### config.mk
export PLATFORM = sky130hd
export DESIGN_NAME = enemy_draw_scheduler
export DESIGN_NICKNAME = d
export VERILOG_FILES = /design/src/rtl/enemy_draw_scheduler_pkg.sv /design/src/rtl/enemy_draw_scheduler_rr_pick.sv /design/src/rtl/enemy_draw_scheduler.sv
export SDC_FILE = /design/constraint.sdc
export NUM_CORES = 1
export LEC_CHECK = 0
export BUFFER_PORTS_ARGS = -buffer_cell sky130_fd_sc_hd__buf_4
export CAP_MARGIN = 20
export CORE_MARGIN = 2
export CORE_UTILIZATION = 40
export CTS_BUF_LIST = sky130_fd_sc_hd__clkbuf_4
export DETAILED_ROUTE_END_ITERATION = 12
export HOLD_SLACK_MARGIN = 0.12
export PLACE_DENSITY = 0.74
export REMOVE_ABC_BUFFERS = 1
export SYNTH_ARGS = -nofsm -noshare
export SYNTH_HDL_FRONTEND = slang
export SYNTH_SLANG_ARGS = --single-unit
### constraint.sdc
create_clock -name clk -period 2.66 [get_ports clk]
set_input_delay 0.133 -clock clk [delete_from_list [all_inputs] [get_ports clk]]
set_output_delay 0.133 -clock clk [all_outputs]
set_load 0.01 [all_outputs]
### src/rtl/enemy_draw_scheduler_pkg.sv
// Shared constants and state type for the enemy draw scheduler.
// Slot count, DAC/ROM widths and the scheduler FSM encoding.
package enemy_draw_scheduler_pkg;

    localparam int N_ENEMIES    = 3;
    localparam int DAC_WIDTH    = 8;
    localparam int ADDRESSWIDTH = 16;

    typedef enum logic [2:0] {
        IDLE,
        SCAN,
        ISSUE,
        WAIT,
        FINISH
    } sched_state_t;

    function automatic int sel_width(input int n);
        return (n > 1) ? $clog2(n) : 1;
    endfunction

endpackage

### src/rtl/enemy_draw_scheduler_rr_pick.sv
// Round-robin picker: lowest pending slot at or above ptr_i,
// wrapping modulo N. Purely combinational.
module rr_pick
    import enemy_draw_scheduler_pkg::*;
#(
    parameter int N = N_ENEMIES,
    localparam int SW = sel_width(N)
) (
    input  logic [N-1:0]  pending_i,
    input  logic [SW-1:0] ptr_i,
    output logic [SW-1:0] idx_o,
    output logic          valid_o
);

    // Scan from the farthest offset down so the nearest hit wins.
    always_comb begin
        int j;
        j       = 0;
        idx_o   = '0;
        valid_o = |pending_i;
        for (int k = N - 1; k >= 0; k--) begin
            j = (int'(ptr_i) + k) % N;
            if (pending_i[j]) idx_o = SW'(j);
        end
    end

endmodule

### src/rtl/enemy_draw_scheduler.sv
// Shares the vector draw engine among enemy slots once per frame.
// Optional DRAW_TIMEOUT_EN adds a per-job watchdog and timeout_flag.
module enemy_draw_scheduler #(
    parameter int N_ENEMIES    = enemy_draw_scheduler_pkg::N_ENEMIES,
    parameter int DAC_WIDTH    = enemy_draw_scheduler_pkg::DAC_WIDTH,
    parameter int ADDRESSWIDTH = enemy_draw_scheduler_pkg::ADDRESSWIDTH,
    parameter int TIMEOUT_CYCLES = 4096,
    localparam int SW = enemy_draw_scheduler_pkg::sel_width(N_ENEMIES)
) (
    input  logic                           clk,
    input  logic                           rst_n,
    input  logic                           frame_start,
    input  logic [N_ENEMIES-1:0]           spawn,
    input  logic [N_ENEMIES*DAC_WIDTH-1:0] x_in,
    input  logic [N_ENEMIES*ADDRESSWIDTH-1:0] adr_in,
    output logic                           draw_start,
    output logic [DAC_WIDTH-1:0]           draw_x,
    output logic [ADDRESSWIDTH-1:0]        draw_adr,
    output logic [SW-1:0]                  draw_sel,
    input  logic                           draw_done,
    output logic                           busy,
    output logic                           frame_done,
    output logic [7:0]                     overrun_cnt
`ifdef DRAW_TIMEOUT_EN
    ,
    output logic                           timeout_flag
`endif
);

    import enemy_draw_scheduler_pkg::*;

    sched_state_t              state_q;
    logic [N_ENEMIES-1:0]      pending_q;
    logic [SW-1:0]             rr_ptr_q;
    logic [SW-1:0]             sel_q;
    logic [SW-1:0]             pick_idx;
    logic                      pick_valid;
    logic [DAC_WIDTH-1:0]      x_q;
    logic [ADDRESSWIDTH-1:0]   adr_q;
    logic                      start_q;
    logic                      busy_q;
    logic                      fdone_q;
    logic [7:0]                ovr_q;
    logic                      abort;
    logic                      job_end;

    rr_pick #(.N(N_ENEMIES)) u_pick (
        .pending_i (pending_q),
        .ptr_i     (rr_ptr_q),
        .idx_o     (pick_idx),
        .valid_o   (pick_valid)
    );

    assign abort = frame_start && (state_q inside {SCAN, ISSUE, WAIT});

`ifdef DRAW_TIMEOUT_EN
    localparam int WDW = $clog2(TIMEOUT_CYCLES);

    logic [WDW-1:0] wd_q;
    logic           tflag_q;
    logic           wd_hit;

    assign wd_hit  = (state_q == WAIT) && (wd_q == WDW'(TIMEOUT_CYCLES - 1));
    assign job_end = draw_done || wd_hit;

    // Watchdog: cleared while the job is issued, counts while waiting.
    always_ff @(posedge clk or negedge rst_n) begin
        if (!rst_n) begin
            wd_q    <= '0;
            tflag_q <= 1'b0;
        end else if (state_q == ISSUE) begin
            wd_q <= '0;
        end else if (state_q == WAIT) begin
            wd_q <= wd_q + 1'b1;
            if (wd_hit && !draw_done && !frame_start) tflag_q <= 1'b1;
        end
    end

    assign timeout_flag = tflag_q;
`else
    assign job_end = draw_done;
`endif

    // Frame FSM: latch mask, pick, strobe, wait, report; abort on re-trigger.
    always_ff @(posedge clk or negedge rst_n) begin
        if (!rst_n) begin
            state_q   <= IDLE;
            pending_q <= '0;
            rr_ptr_q  <= '0;
            sel_q     <= '0;
            x_q       <= '0;
            adr_q     <= '0;
            start_q   <= 1'b0;
            busy_q    <= 1'b0;
            fdone_q   <= 1'b0;
            ovr_q     <= '0;
        end else begin
            start_q <= 1'b0;
            fdone_q <= 1'b0;
            if (abort) begin
                pending_q <= spawn;
                state_q   <= SCAN;
                if (ovr_q != 8'hFF) ovr_q <= ovr_q + 8'd1;
            end else begin
                unique case (state_q)
                    IDLE: begin
                        if (frame_start) begin
                            pending_q <= spawn;
                            busy_q    <= 1'b1;
                            state_q   <= SCAN;
                        end
                    end
                    SCAN: begin
                        if (pick_valid) begin
                            sel_q   <= pick_idx;
                            x_q     <= x_in[pick_idx*DAC_WIDTH +: DAC_WIDTH];
                            adr_q   <= adr_in[pick_idx*ADDRESSWIDTH +: ADDRESSWIDTH];
                            pending_q[pick_idx] <= 1'b0;
                            start_q <= 1'b1;
                            state_q <= ISSUE;
                        end else begin
                            fdone_q <= 1'b1;
                            busy_q  <= 1'b0;
                            state_q <= FINISH;
                        end
                    end
                    ISSUE: state_q <= WAIT;
                    WAIT: begin
                        if (job_end) begin
                            if (|pending_q) begin
                                state_q <= SCAN;
                            end else begin
                                fdone_q <= 1'b1;
                                busy_q  <= 1'b0;
                                state_q <= FINISH;
                            end
                        end
                    end
                    FINISH: begin
                        rr_ptr_q <= (rr_ptr_q == SW'(N_ENEMIES - 1)) ?
                                    '0 : rr_ptr_q + 1'b1;
                        if (frame_start) begin
                            pending_q <= spawn;
                            busy_q    <= 1'b1;
                            state_q   <= SCAN;
                        end else begin
                            state_q <= IDLE;
                        end
                    end
                    default: state_q <= IDLE;
                endcase
            end
        end
    end

    assign draw_start  = start_q;
    assign draw_x      = x_q;
    assign draw_adr    = adr_q;
    assign draw_sel    = sel_q;
    assign busy        = busy_q;
    assign frame_done  = fdone_q;
    assign overrun_cnt = ovr_q;

endmodule

; After elaboration in Yosys (flattened, before gate mapping)
; Index checks and enable logic that the tools add are counted.
[totals]
register_bits = 45
input_bits = 79
out_inout_bits = 37
elab_cells = 90
[classes]
addsub = 4
div = 3
order_cmp = 5
eq_ne = 12
n_shift = 2
mux = 37
bitwise_logic = 3
n_reduce_logical = 14
[op_table]
columns = op, count
row1 = $lt 32x4->1 const B, 3
row2 = $mod 32x3->32 const B, 2
row3 = $shiftx 48x7->16, 1
row4 = $mod 3x3->32 const B, 1
row5 = $mux 3, 8
row6 = $shiftx 24x6->8, 1
row7 = $mux 1, 17
row8 = $pmux 3 s5, 1
row9 = $ne 3x3->1 const B, 3
row10 = $reduce_bool 3->1, 3
row11 = $add 8x1->8 const B, 1
row12 = $mux 2, 4
row13 = $ne 8x8->1 const B, 1
row14 = $bmux 1 s2, 3
row15 = $eq 3x2->1 const B, 2
row16 = $pmux 3 s2, 1
row17 = $reduce_and 2->1, 3
row18 = $reduce_and 3->1, 2
row19 = $reduce_and 4->1, 1
row20 = $add 2x1->3 const B, 1
row21 = $add 2x2->3 const B, 1
row22 = $and 3x3->3, 1
row23 = $eq 3x1->1 const B, 1
row24 = $eq 3x3->1 const B, 1
row25 = other kinds (16), 17

; Logic depth before layout (Yosys ltp)
[logic_depth]
ltp_word = 17
depth_mapped = 10
ltp_nobuf = 8

; Cells and area by module
; Synthesis repeated with hierarchy kept, for this count alone.
[unflattened]
hier_cells = 278
area_unflattened_um2 = 2552.4
[modules_own_cells]
columns = mod, instances, cells_each, area_per_inst_um2, seq_area_each_um2
row1 = enemy_draw_scheduler, 1, 258, 2402.3, 1126.1
row2 = rr_pick, 1, 20, 150.1, 0.0

; Worst setup path before layout
; No wires, ideal clock.
[synth_timing]
path_kind = reg2reg
start = register rr_ptr_q[1]
end = register x_q[4] (netlist: draw_x[4])
setup_ns = 0.135
t_arrival_ns = 1.898
required_time_ns = 2.525
setup_slack_ns = 0.627
path_stages_with_launch = 11
n_path_buf = 2
synth_period_minus_slack_ns = 2.033
cell_sequence = dfrtp_1 inv_1 ha_1 buf_4 nand2b_1 a21oi_1 a211o_1 o21bai_4 buf_6 mux2i_1 o221ai_2
[synth_via]
elab_chain_cells = 9
word_cells_on_any_way = 18
cone_classes = add/sub: 2 / div: 3 / shift: 1 / mux: 12
[synth_lines]
columns = item, line
row1 = "start, declared", enemy_draw_scheduler.sv:34  ; logic [SW-1:0] rr_ptr_q;
row2 = "start signal, assigned", enemy_draw_scheduler.sv:140  ; rr_ptr_q <= (rr_ptr_q == SW'(N_ENEMIES - 1)) ?
row3 = $add 2x2->3, enemy_draw_scheduler_rr_pick.sv:22  ; j = (int'(ptr_i) + k) % N;
row4 = $mod 32x3->32, enemy_draw_scheduler_rr_pick.sv:22
row5 = $bmux 1 s2, enemy_draw_scheduler_rr_pick.sv:23  ; if (pending_i[j]) idx_o = SW'(j);
row6 = $mux 1 (implied by the code) (2 in series), enemy_draw_scheduler_rr_pick.sv:23
row7 = $mux 2 (2 in series), enemy_draw_scheduler_rr_pick.sv:23
row8 = $mux 2 *, enemy_draw_scheduler_rr_pick.sv:23
row9 = $shiftx 24x6->8 *, enemy_draw_scheduler.sv:116  ; x_q <= x_in[pick_idx*DAC_WIDTH +: DAC_WIDTH];
row10 = "end signal, assigned", enemy_draw_scheduler.sv:116
row11 = "end, declared", enemy_draw_scheduler.sv:38  ; logic [DAC_WIDTH-1:0] x_q;
; Every way passes the cells marked *; elsewhere a longest branch is shown, timed or not. The select of a mux whose other input is x is not followed.
; A chain may end at the register's enable or synchronous reset.

; Worst setup path after layout
[layout_timing]
start = register rr_ptr_q[1]
end = register adr_q[14] (netlist: draw_adr[14])
[layout_via]
elab_chain_cells = 9
word_cells_on_any_way = 18
cone_classes = add/sub: 2 / div: 3 / shift: 1 / mux: 12
[layout_lines]
columns = item, line
row1 = $add 2x2->3, enemy_draw_scheduler_rr_pick.sv:22
row2 = $mod 32x3->32, enemy_draw_scheduler_rr_pick.sv:22
row3 = $bmux 1 s2, enemy_draw_scheduler_rr_pick.sv:23
row4 = $mux 1 (implied by the code) (2 in series), enemy_draw_scheduler_rr_pick.sv:23
row5 = $mux 2 (2 in series), enemy_draw_scheduler_rr_pick.sv:23
row6 = $mux 2 *, enemy_draw_scheduler_rr_pick.sv:23
row7 = $shiftx 48x7->16 *, enemy_draw_scheduler.sv:117  ; adr_q <= adr_in[pick_idx*ADDRESSWIDTH +: ADDRESSWIDTH];
row8 = "end signal, assigned", enemy_draw_scheduler.sv:117
row9 = "end, declared", enemy_draw_scheduler.sv:39  ; logic [ADDRESSWIDTH-1:0] adr_q;
; Marks and branches as above.

==> results_dict.tcl <==
set metrics [dict create \
    htree_levels 2 \
    netlist_instances 248 \
    die-area_um2 6520 \
    final_common_cell "buf_4" \
    max_freq_mhz 400 \
    clk_pin_slew_ns 0.14 \
    drive_gt1_share_pct 30.9 \
    leakage_nw 1.92 \
    clkLatencyLatePin_ns 0.38 \
    initialDrtViolationCount 285 \
    clock-sinks 45 \
    hold_viol 0 \
    critPathLaunchType "flop" \
    grt_max_degree 46 \
    r2r-end "draw_adr[14]" \
    firstDrtPassIters 5 \
    final.setup.worst_slack_ns 0.162 \
    die_w_um 80.7 \
    io_buffer_count 115 \
    gp_congestion 0.860 \
    relSlewSlack_pct 62.4 \
    synth_top_area_share_pct 47.8 \
    ys_ff_latch 45 \
    dp_hpwl_mm 5.18 \
    status "complete, no violations" \
    fp.dieH_um 80.7 \
    syn_to_final_growth_pct 76.3 \
    post_cts_buffers 0 \
    gr-usage-met1_pct 28.6 \
    initial_core_util_pct 42.0 \
    tns_ns 0 \
    yosys_warnings 0 \
    viasPerCell 5.51 \
    synth.area.top_cells "dfrtp_1, o22ai_1, nand2_1, a31oi_1, o21ai_0" \
    cp_max_fo 14 \
    ys_seq_area_share_pct 47.8 \
    post-route-min-period_ns 2.50 \
    grt_util_met2_pct 51.7 \
    track_usage_pct 27.2 \
    maxSlewViolCount 0 \
    reg2reg_slack_ns 0.16 \
    rsz0062_at_grt "false" \
    period_share_pct 93.9 \
    crit_arrival_ns 2.79 \
    drc 0 \
    final_cell_mix "buf_4, dlygate4sd3_1, dfrtp_1" \
    grt_pass1_wl_mm 13.3 \
    stdcell_area_um2 4150 \
    cp_data_required_time_ns 2.95 \
    placed_cell_area_um2 3280 \
    grt-busiest-layer "met2" \
    reg2reg_depth 9 \
    routed_wl_mm 8.92 \
    cts_tree "yes" \
    grt_util_met3_pct 4.33 \
    endpoint_kind "flop" \
    clock_skew_ns 0.0267 \
    setup_violations 0 \
    wire_per_inst_um 17.3 \
    worstReg2RegStart "rr_ptr_q[1]" \
    path_class "reg2reg" \
    avgSynthCellArea_um2 9.50 \
    pwr_density_cell_nw_per_um2 960 \
    root_buffer "clkbuf_4" \
    post_cts_resized 0 \
    cp_cell_sequence "inv_1 -> ha_1 -> nand2b_1 -> a21oi_1 -> a211o_1 -> o21bai_4 -> buf_4 -> nand2_1 -> a31oi_1" \
    antenna_found_initial 0 \
    hold_class "in2async" \
    ant_nets 0 \
    nets 527 \
    clockBufferDepth 2 \
    num_vias 2845 \
    worst_slew_pin_slew_ns 0.565 \
    slowest_delay_ns 0.44 \
    cts_made_buffers 5 \
    coreArea_um2 5610 \
    holdWs_ns 0.276 \
    pre_cts_slack_ns 0.288 \
    grt_pass1_vias 2891 \
    synth.distinct_cells 43 \
    ios 116 \
    synth_area_leader_cell "dfrtp_1" \
    cpMaxStageDelayCell "dfrtp_1" \
    synth_area_um2 2360 \
    maxCapViolations 0 \
    grt_overflow_total 0 \
    placementRows 27 \
    cts_hold_buf 79 \
    peakVddDrop_uv 510 \
]
## cell type report
class,instances,area (um^2)
Antenna cell,1,2.50
Clock buffer,6,45.0
Clock inverter,2,33.8
Fill cell,411,1450
Inverter,9,33.8
Multi-Input combinational cell,181,1120
Sequential cell,45,1130
Tap cell,72,90.1
Timing Repair Buffer,200,1700
## flip-flops by register name, summed over array words and instances, names as in the netlist
signal / cells
pending_q: 3
draw_sel: 2
frame_done: 1
busy: 1
state_q: 3
overrun_cnt: 8
draw_start: 1
rr_ptr_q: 2
draw_adr: 16
draw_x: 8
## cells in the mapped netlist (all sizes together)
cell type,count
clkbuf,3
o21ai,20
a21o,2
xnor2,5
ha,6
nor2,8
nor2b,2
and3,2
a211oi,2
inv,9
nand2,36
nand3,5
and2b,2
o221ai,1
a211o,1
mux2,3
a221oi,6
nor3,4
o21bai,2
or2,1
a32o,1
mux2i,3
and2,1
a31oi,20
o21a,2
o22ai,23
nand3b,1
o2111ai,1
nand2b,3
a21oi,13
buf,10
xor2,2
nand4,2
o2111a,1
dfrtp,45
## through the flow
step | total power, mW | cells | utilization (%)
floorplan | 2.49 | 235 | -
global placement | 3.33 | 428 | 58.5
detailed placement | 3.40 | 428 | 58.5
CTS | 3.92 | 515 | 74.0
global route | 4.27 | 515 | 74.0
finish | 3.99 | 516 | 74.1
## worst max-delay path: cells and delay by family (launching register included)
| family | cells | cell delay [ns] |
|---|---|---|
| compound gates | 4 | 0.96 |
| flops | 1 | 0.44 |
| buf+inv | 2 | 0.39 |
| fa+ha+maj | 1 | 0.34 |
| simple gates | 2 | 0.26 |
## how the worst max path moves through the flow
stage | from | endpoint | slack (ns) | depth (start not counted)
3_5_place_dp | rr_ptr_q[1] | draw_adr[12] | 0.29 | 9
6_report | rr_ptr_q[1] | draw_adr[14] | 0.16 | 9
4_1_cts | rr_ptr_q[1] | draw_adr[12] | 0.25 | 9
3_3_place_gp | rr_ptr_q[1] | draw_x[2] | 0.33 | 9
2_1_floorplan | rr_ptr_q[1] | draw_x[4] | 0.51 | 8
5_1_grt | rr_ptr_q[1] | draw_adr[14] | 0.008 | 9
## logic make-up (layout without fill, tap and decap cells)
kind of cell | Yosys count | after routing | share of synthesized area [%]
AO/OA/AOI/OAI | 95 | 95 | 26.0
buffers and inverters | 22 | 217 | 4.51
AND/OR/NAND/NOR | 67 | 67 | 13.2
adder cells (fa/ha/maj) | 6 | 6 | 3.19
flip-flops | 45 | 45 | 47.8
multiplexers | 6 | 6 | 2.71
XOR/XNOR | 7 | 7 | 2.60
other | 0 | 1 | 0
## metal layers
metal	wire, um	vias up	share of wire, %
met4	437	0	4.9
met2	4780	174	54
li1	-	1303	-
met3	580	44	6.5
met1	3120	1324	35
met5	0	-	0
## where the power goes
group          total, mW  switching (mW)  internal (mW)
clock network      0.434           0.228          0.206
logic               2.29            1.20           1.09
registers           1.26           0.266          0.993
total               3.99            1.70           2.29
No activity file was read; power rests on OpenSTA's default activity.
